<file path="src/rtl/des_key_schedule_if.sv">
// rtl/des_key_schedule_if.sv - key request / packed round-key result bundle for des_key_schedule
interface des_key_schedule_if;
  logic         start;
  logic [63:0]  key;
  logic         decrypt;
  logic         busy;
  logic         done;
  logic [767:0] round_keys;

  modport master (output start, key, decrypt, input busy, done, round_keys);
  modport slave  (input start, key, decrypt, output busy, done, round_keys);
endinterface

</file>
<file path="src/rtl/des_key_schedule.sv">
// rtl/des_key_schedule.sv - sequential DES key schedule: PC-1, 16 C/D rotations, PC-2, packed K1..K16
module des_key_schedule #(
  parameter int ROUNDS_PER_CYCLE = 1
) (
  input  logic              clk,
  input  logic              rst,
  des_key_schedule_if.slave ks
);
  localparam int LAST_CNT = 16 / ROUNDS_PER_CYCLE - 1;

  // Tables use DES bit numbering: bit 1 is the MSB of the source vector.
  localparam int PC1 [56] = '{
    57, 49, 41, 33, 25, 17,  9,
     1, 58, 50, 42, 34, 26, 18,
    10,  2, 59, 51, 43, 35, 27,
    19, 11,  3, 60, 52, 44, 36,
    63, 55, 47, 39, 31, 23, 15,
     7, 62, 54, 46, 38, 30, 22,
    14,  6, 61, 53, 45, 37, 29,
    21, 13,  5, 28, 20, 12,  4
  };

  localparam int PC2 [48] = '{
    14, 17, 11, 24,  1,  5,
     3, 28, 15,  6, 21, 10,
    23, 19, 12,  4, 26,  8,
    16,  7, 27, 20, 13,  2,
    41, 52, 31, 37, 47, 55,
    30, 40, 51, 45, 33, 48,
    44, 49, 39, 56, 34, 53,
    46, 42, 50, 36, 29, 32
  };

  // Bit r set means round r+1 rotates by one; all other rounds rotate by two.
  localparam logic [15:0] SINGLE_SHIFT = 16'h8103;

  typedef enum logic [1:0] {IDLE, GEN, DONE} state_t;

  state_t       state, state_nxt;
  logic [27:0]  c_q, d_q, c_nxt, d_nxt;
  logic         dec_q;
  logic [3:0]   cnt_q;
  logic [767:0] keys_q;
  logic [47:0]  k_ch    [ROUNDS_PER_CYCLE];
  logic [3:0]   slot_ch [ROUNDS_PER_CYCLE];

  function automatic logic [55:0] pc1(input logic [63:0] k);
    logic [55:0] r;
    r = '0;
    for (int i = 0; i < 56; i++) r[6'(55 - i)] = k[6'(64 - PC1[i])];
    return r;
  endfunction

  function automatic logic [47:0] pc2(input logic [55:0] cd);
    logic [47:0] r;
    r = '0;
    for (int i = 0; i < 48; i++) r[6'(47 - i)] = cd[6'(56 - PC2[i])];
    return r;
  endfunction

  function automatic logic [27:0] rotl(input logic [27:0] v, input logic two);
    return two ? {v[25:0], v[27:26]} : {v[26:0], v[27]};
  endfunction

  always_comb begin
    logic [27:0] c_t, d_t;
    logic [3:0]  rn;
    c_t = c_q;
    d_t = d_q;
    rn  = '0;
    for (int i = 0; i < ROUNDS_PER_CYCLE; i++) begin
      rn         = 4'(int'(cnt_q) * ROUNDS_PER_CYCLE + i);
      c_t        = rotl(c_t, ~SINGLE_SHIFT[rn]);
      d_t        = rotl(d_t, ~SINGLE_SHIFT[rn]);
      k_ch[i]    = pc2({c_t, d_t});
      slot_ch[i] = dec_q ? 4'd15 - rn : rn;
    end
    c_nxt = c_t;
    d_nxt = d_t;
  end

  always_ff @(posedge clk) begin
    if (rst) state <= IDLE;
    else     state <= state_nxt;
  end

  always_comb begin
    state_nxt = state;
    ks.busy   = 1'b0;
    ks.done   = 1'b0;
    case (state)
      IDLE: if (ks.start) state_nxt = GEN;
      GEN: begin
        ks.busy = 1'b1;
        if (cnt_q == 4'(LAST_CNT)) state_nxt = DONE;
      end
      DONE: begin
        ks.busy   = 1'b1;
        ks.done   = 1'b1;
        state_nxt = IDLE;
      end
      default: state_nxt = IDLE;
    endcase
  end

  // The 16 rotations total 28 bits, so C/D end up back at PC-1(key) without a reload.
  always_ff @(posedge clk) begin
    if (rst) begin
      c_q    <= '0;
      d_q    <= '0;
      dec_q  <= 1'b0;
      cnt_q  <= '0;
      keys_q <= '0;
    end else begin
      case (state)
        IDLE: begin
          if (ks.start) begin
            {c_q, d_q} <= pc1(ks.key);
            dec_q      <= ks.decrypt;
            cnt_q      <= '0;
          end
        end
        GEN: begin
          c_q   <= c_nxt;
          d_q   <= d_nxt;
          cnt_q <= (cnt_q == 4'(LAST_CNT)) ? 4'd0 : cnt_q + 4'd1;
          for (int i = 0; i < ROUNDS_PER_CYCLE; i++)
            keys_q[10'(767 - 48 * int'(slot_ch[i])) -: 48] <= k_ch[i];
        end
        default: ;
      endcase
    end
  end

  assign ks.round_keys = keys_q;

endmodule
</file>
<file path="src/flat_wrapper.sv">
// flat-port wrapper written by rule: the top's interface ports become plain ports
module des_key_schedule_flat 
#(
  parameter int ROUNDS_PER_CYCLE = 1
)
  (clk, rst, ks_start, ks_key, ks_decrypt, ks_busy, ks_done, ks_round_keys);
  des_key_schedule_if ks_i ();
  input  logic clk;
  input  logic rst;
  input wire logic [$bits(ks_i.start)-1:0] ks_start;
  input wire logic [$bits(ks_i.key)-1:0] ks_key;
  input wire logic [$bits(ks_i.decrypt)-1:0] ks_decrypt;
  output wire logic [$bits(ks_i.busy)-1:0] ks_busy;
  output wire logic [$bits(ks_i.done)-1:0] ks_done;
  output wire logic [$bits(ks_i.round_keys)-1:0] ks_round_keys;
  assign ks_i.start = ks_start;
  assign ks_i.key = ks_key;
  assign ks_i.decrypt = ks_decrypt;
  assign ks_busy = ks_i.busy;
  assign ks_done = ks_i.done;
  assign ks_round_keys = ks_i.round_keys;
  des_key_schedule #(.ROUNDS_PER_CYCLE(ROUNDS_PER_CYCLE)) u_core (.clk(clk), .rst(rst), .ks(ks_i));
endmodule
</file>
<file path="config.mk">
export PLATFORM = sky130hd
export DESIGN_NAME = des_key_schedule_flat
export DESIGN_NICKNAME = d
export VERILOG_FILES = /design/src/rtl/des_key_schedule_if.sv /design/src/rtl/des_key_schedule.sv /design/src/flat_wrapper.sv
export SDC_FILE = /design/constraint.sdc
export NUM_CORES = 1
export LEC_CHECK = 0
export BUFFER_PORTS_ARGS = -buffer_cell sky130_fd_sc_hd__buf_2
export CAP_MARGIN = 20
export CORE_AREA = 2 2 322 324
export CTS_BUF_LIST = sky130_fd_sc_hd__clkbuf_8 sky130_fd_sc_hd__clkbuf_16
export CTS_CLUSTER_DIAMETER = 40
export CTS_CLUSTER_SIZE = 25
export DETAILED_ROUTE_END_ITERATION = 6
export DIE_AREA = 0 0 324 326
export GPL_TIMING_DRIVEN = 0
export HOLD_SLACK_MARGIN = 0.03
export MAX_ROUTING_LAYER = met4
export PLACE_DENSITY_LB_ADDON = 0.05
export SLEW_MARGIN = 20
export SYNTH_ARGS = -nofsm -noshare
export SYNTH_HDL_FRONTEND = slang
export SYNTH_SLANG_ARGS = --single-unit
</file>
<file path="constraint.sdc">
create_clock -name clk -period 2.8 [get_ports clk]
set_input_delay 0.42 -clock clk [delete_from_list [all_inputs] [get_ports clk]]
set_output_delay 0.42 -clock clk [all_outputs]
set_load 0.01 [all_outputs]
</file>
==> results.py <==
metrics = {
    "yosys": {
        "synth_commonest_cells": "sky130_fd_sc_hd__dfxtp_1 (832), sky130_fd_sc_hd__nand3_1 (296), sky130_fd_sc_hd__nor2b_1 (257), sky130_fd_sc_hd__nand2_1 (232), sky130_fd_sc_hd__clkbuf_1 (202)",
        "synthesis.instances": 3050,
        "dominantRegCellSynth": "sky130_fd_sc_hd__dfxtp_1",
        "post_synth_main_area_contributors": "sky130_fd_sc_hd__dfxtp_1 (56%), sky130_fd_sc_hd__mux2i_1 (5.9%), sky130_fd_sc_hd__nor2b_1 (5.4%)",
        "asyncSetResetFlopFracSynth_pct": 0,
        "synth.yosys.seq_area_share_pct": 56.1,
        "synth.distinct_cells": 70,
        "syn_area_per_cell_um2": 9.74,
        "post-synth-top-area-fraction_pct": 56.1,
        "synth_top_area_cell": "sky130_fd_sc_hd__dfxtp_1",
        "synth-edff-count": 0,
        "area_of_the_mapped_netlist_mm2": 0.0297,
        "yosys.cell_count.top_type": "sky130_fd_sc_hd__dfxtp_1",
        "total_nets_after_synthesis": 3125,
        "ys.warnings.count": 0,
        "ys_ff_latch": 832,
    },
    "sta": {
        "timing.final.hold_violations": 0,
        "rsz0062_at_grt": "true",
        "report.final.setup_viol": 73,
        "drv_slew": 0,
        "period_minus_slack_ps": 2960,
        "maxSlewHeadroom_pct": 20.1,
        "timing.final.crit_share_pct": 106,
        "skew_ps": 20.3,
        "worst_max_slew_pin_slew_ps": 1170,
        "max_freq_mhz": 337,
        "postLayoutSetupSlackWorst_ps": -164,
        "finalHoldWorstSlack_ps": 127,
    },
    "cts": {
        "clock_sinks": 832,
        "clk_pin_slew_ps": 50,
        "clock_insertion_delay_worst_skew_ps": 730,
        "cts-root-to-sink-buffers": 3,
        "tritoncts": "built",
        "cts_htree_levels": 4,
        "tritoncts.num_buffers": 143,
        "clock_tree.root_cell": "sky130_fd_sc_hd__clkbuf_16",
    },
    "critical_path": {
        "cp_cell_sequence": "buf_6, nand2_2, o22ai_4, ha_4, a221oi_4, buf_6, xor2_4, mux2i_2, nand3_2, buf_4, nor4_2, a31o_4",
        "crit_path_frequent_cell": "sky130_fd_sc_hd__buf_6",
        "crit_slowest_cell": "sky130_fd_sc_hd__nor4_2",
        "crit_required_ps": 3460,
        "timing_worst_setup_path_type": "flip-flop to flip-flop",
        "critPathMaxStageDelay_ps": 380,
        "critical_path_peak_fanout": 10,
        "critPathArrivalTime_ps": 3630,
        "cp-start-kind": "flip-flop",
        "setup.worst_path.end_class": "flip-flop",
    },
    "route": {
        "route.vias.total": 28100,
        "wl_per_cell_um": 24.6,
        "drt_iter0_drc": 1905,
        "first_pass_iters": 5,
        "route.detailed.vias_per_inst": 4.96,
        "antenna_violating_nets_post_route": 0,
        "route.final.wire_length_um": 139000,
        "detail_route.drc_violations": 0,
    },
    "power": {
        "p_total_mw": 32.1,
        "worst_ir_drop_vdd_uv": 500,
        "power_frac_comb_pct": 5.9,
        "internal_power_mw": 24.4,
        "p_switching_mw": 7.68,
        "power_switching_share_pct": 23.9,
        "pwr-share-seq_pct": 37.2,
        "pwr-share-clk_pct": 57.0,
        "leakagePower_nw": 19.6,
        "power_per_standard_cell_area_mw_per_mm2": 714,
    },
    "grt": {
        "first_global_vias": 26700,
        "grt-ovfl-total": 0,
        "grt_antenna_before_repair": 17,
        "pin_count_of_the_biggest_net_entering_global_routing": 17,
        "groute.usage.overall_pct": 25.6,
        "grt_pass1_wl_um": 192000,
    },
    "cells_and_area": {
        "layout-area-overhead-vs-synth_pct": 51.4,
        "final_cell_count_no_fill": 5668,
        "finalInstanceArea_mm2": 0.0450,
        "layout-drive-gt1-share_pct": 39.2,
        "design.final.nets": 4244,
    },
    "min_path": {
        "worst_hold_path_type": "primary input to flip-flop",
    },
    "placement": {
        "dp_hpwl_um": 103000,
        "gp_congestion": 0.940,
        "number_of_port_buffers": 788,
        "placedCellCount": 5237,
        "detailed_place.area_mm2": 0.0357,
    },
    "run_status": {
        "run_status": "complete, but fails checks",
        "failed_checks": "negative setup slack",
    },
    "die": {
        "floorplan.die.width_um": 324,
        "io_pins": 838,
        "floorplan.initialDensity_pct": 28.9,
        "die_y_um": 326,
        "core_mm2": 0.103,
        "placementRows": 118,
        "die-area_mm2": 0.106,
    },
    "run": {
        "cap_viol_max_count": 0,
    },
}
[layout by cell type, fill, tap and decap left out, drive strengths merged, types with 20 or more instances in the layout]
cell type and count:
o41ai 40, nor2 137, inv 72, clkinv 22, buf 1085, nand2 233, nand4 53, dfxtp 832
a21oi 119, nand3 297, o21ai 153, o31ai 72, nor2b 257, a211oi 23, clkbuf 325, a31oi 21
bufinv 20, mux2i 175, a31o 34, nor4 36, and2 25, mux2 23, nor3 49, a22oi 26
[state kept, by name, summed over array words and instances, names as in the netlist, named ones only]
register and count:
u_core.c_q 28, u_core.cnt_q 4, u_core.d_q 28, u_core.dec_q 1, u_core.ks.round_keys 768, u_core.state 2
[path summary, 6_finish.rpt]
kind / end / slack (ps) / cells past startpoint / from
worst max-delay path: u_core.ks.round_keys[102] / -160 / 12 / u_core.cnt_q[1]
worst min-delay path: u_core.c_q[1] / 130 / 5 / ks_key[20]
worst max register to register: u_core.ks.round_keys[102] / -160 / 12 / u_core.cnt_q[1]
worst min register to register: u_core.ks.round_keys[345] / 450 / 2 / u_core.ks.round_keys[345]
[power by group through the flow]
stage / combinational [mW] / sequential, mW / clock, mW
2_1_floorplan: 0.758 / 12.1 / 0
3_3_place_gp: 1.40 / 12.2 / 0
3_5_place_dp: 1.46 / 12.2 / 0
4_1_cts: 1.65 / 11.9 / 18.6
5_1_grt: 1.95 / 11.9 / 19.2
6_report: 1.88 / 11.9 / 18.3
[critical path: cells and delay by family (launching register included)]
kind / cells / cell delay (ps)
AND/OR/NAND/NOR: 3 / 730
buffers and inverters: 3 / 590
AO/OA/AOI/OAI: 3 / 490
flip-flops: 1 / 350
multiplexers: 1 / 330
adder cells (fa/ha/maj): 1 / 200
XOR/XNOR: 1 / 200
[layer usage]
| layer | global-route usage (%) | vias up | wire length (um) | share of wire (%) |
|---|---|---|---|---|
| met4 | 11.0 | 0 | 6830 | 4.9 |
| li1 | - | 13100 | - | - |
| met3 | 6.76 | 364 | 11100 | 8.0 |
| met5 | - | - | 0 | 0 |
| met2 | 40.2 | 1182 | 64800 | 47 |
| met1 | 30.8 | 13400 | 56600 | 41 |
[what timing repair did]
action | in CTS | in global routing
endpoints found under the hold margin | 2 | 0
setup endpoints to repair | 570 | 524
pin swaps | 55 | 67
setup buffers | 97 | 65
gates resized for setup | 309 | 411
hold buffers | 4 | 0
gates cloned | 3 | 11
[cell families after synthesis]
family	share of synthesized area [%]
AND/OR/NAND/NOR	19.9
AO/OA/AOI/OAI	12.6
XOR/XNOR	0.177
adder cells (fa/ha/maj)	0.295
buffers and inverters	4.14
multiplexers	6.77
flip-flops	56.1
[metrics by stage]
stage               setup TNS [ps]  util, %  setup slack, ps
finish                       -4140     43.8             -164
detailed placement         -479590     34.8            -1570
CTS                          -56.3     41.6            -10.4
floorplan                     -133        -            -10.9
global route                -16080     43.8             -191
global placement           -523900     34.5            -1610
[layout make-up]
class                   instances  area (um^2)
diodes                          6         15.0
fillers                     10000        57700
well taps                    1380         1730
clock buffers                 168         4000
repair buffers                987         5940
flip-flops and latches        832        16700
plain buffers                 259         1740
inverters                      34          133
clock inverters                90         1050
multi-input cells            1912        13700
(Power assumes the default switching activity.)
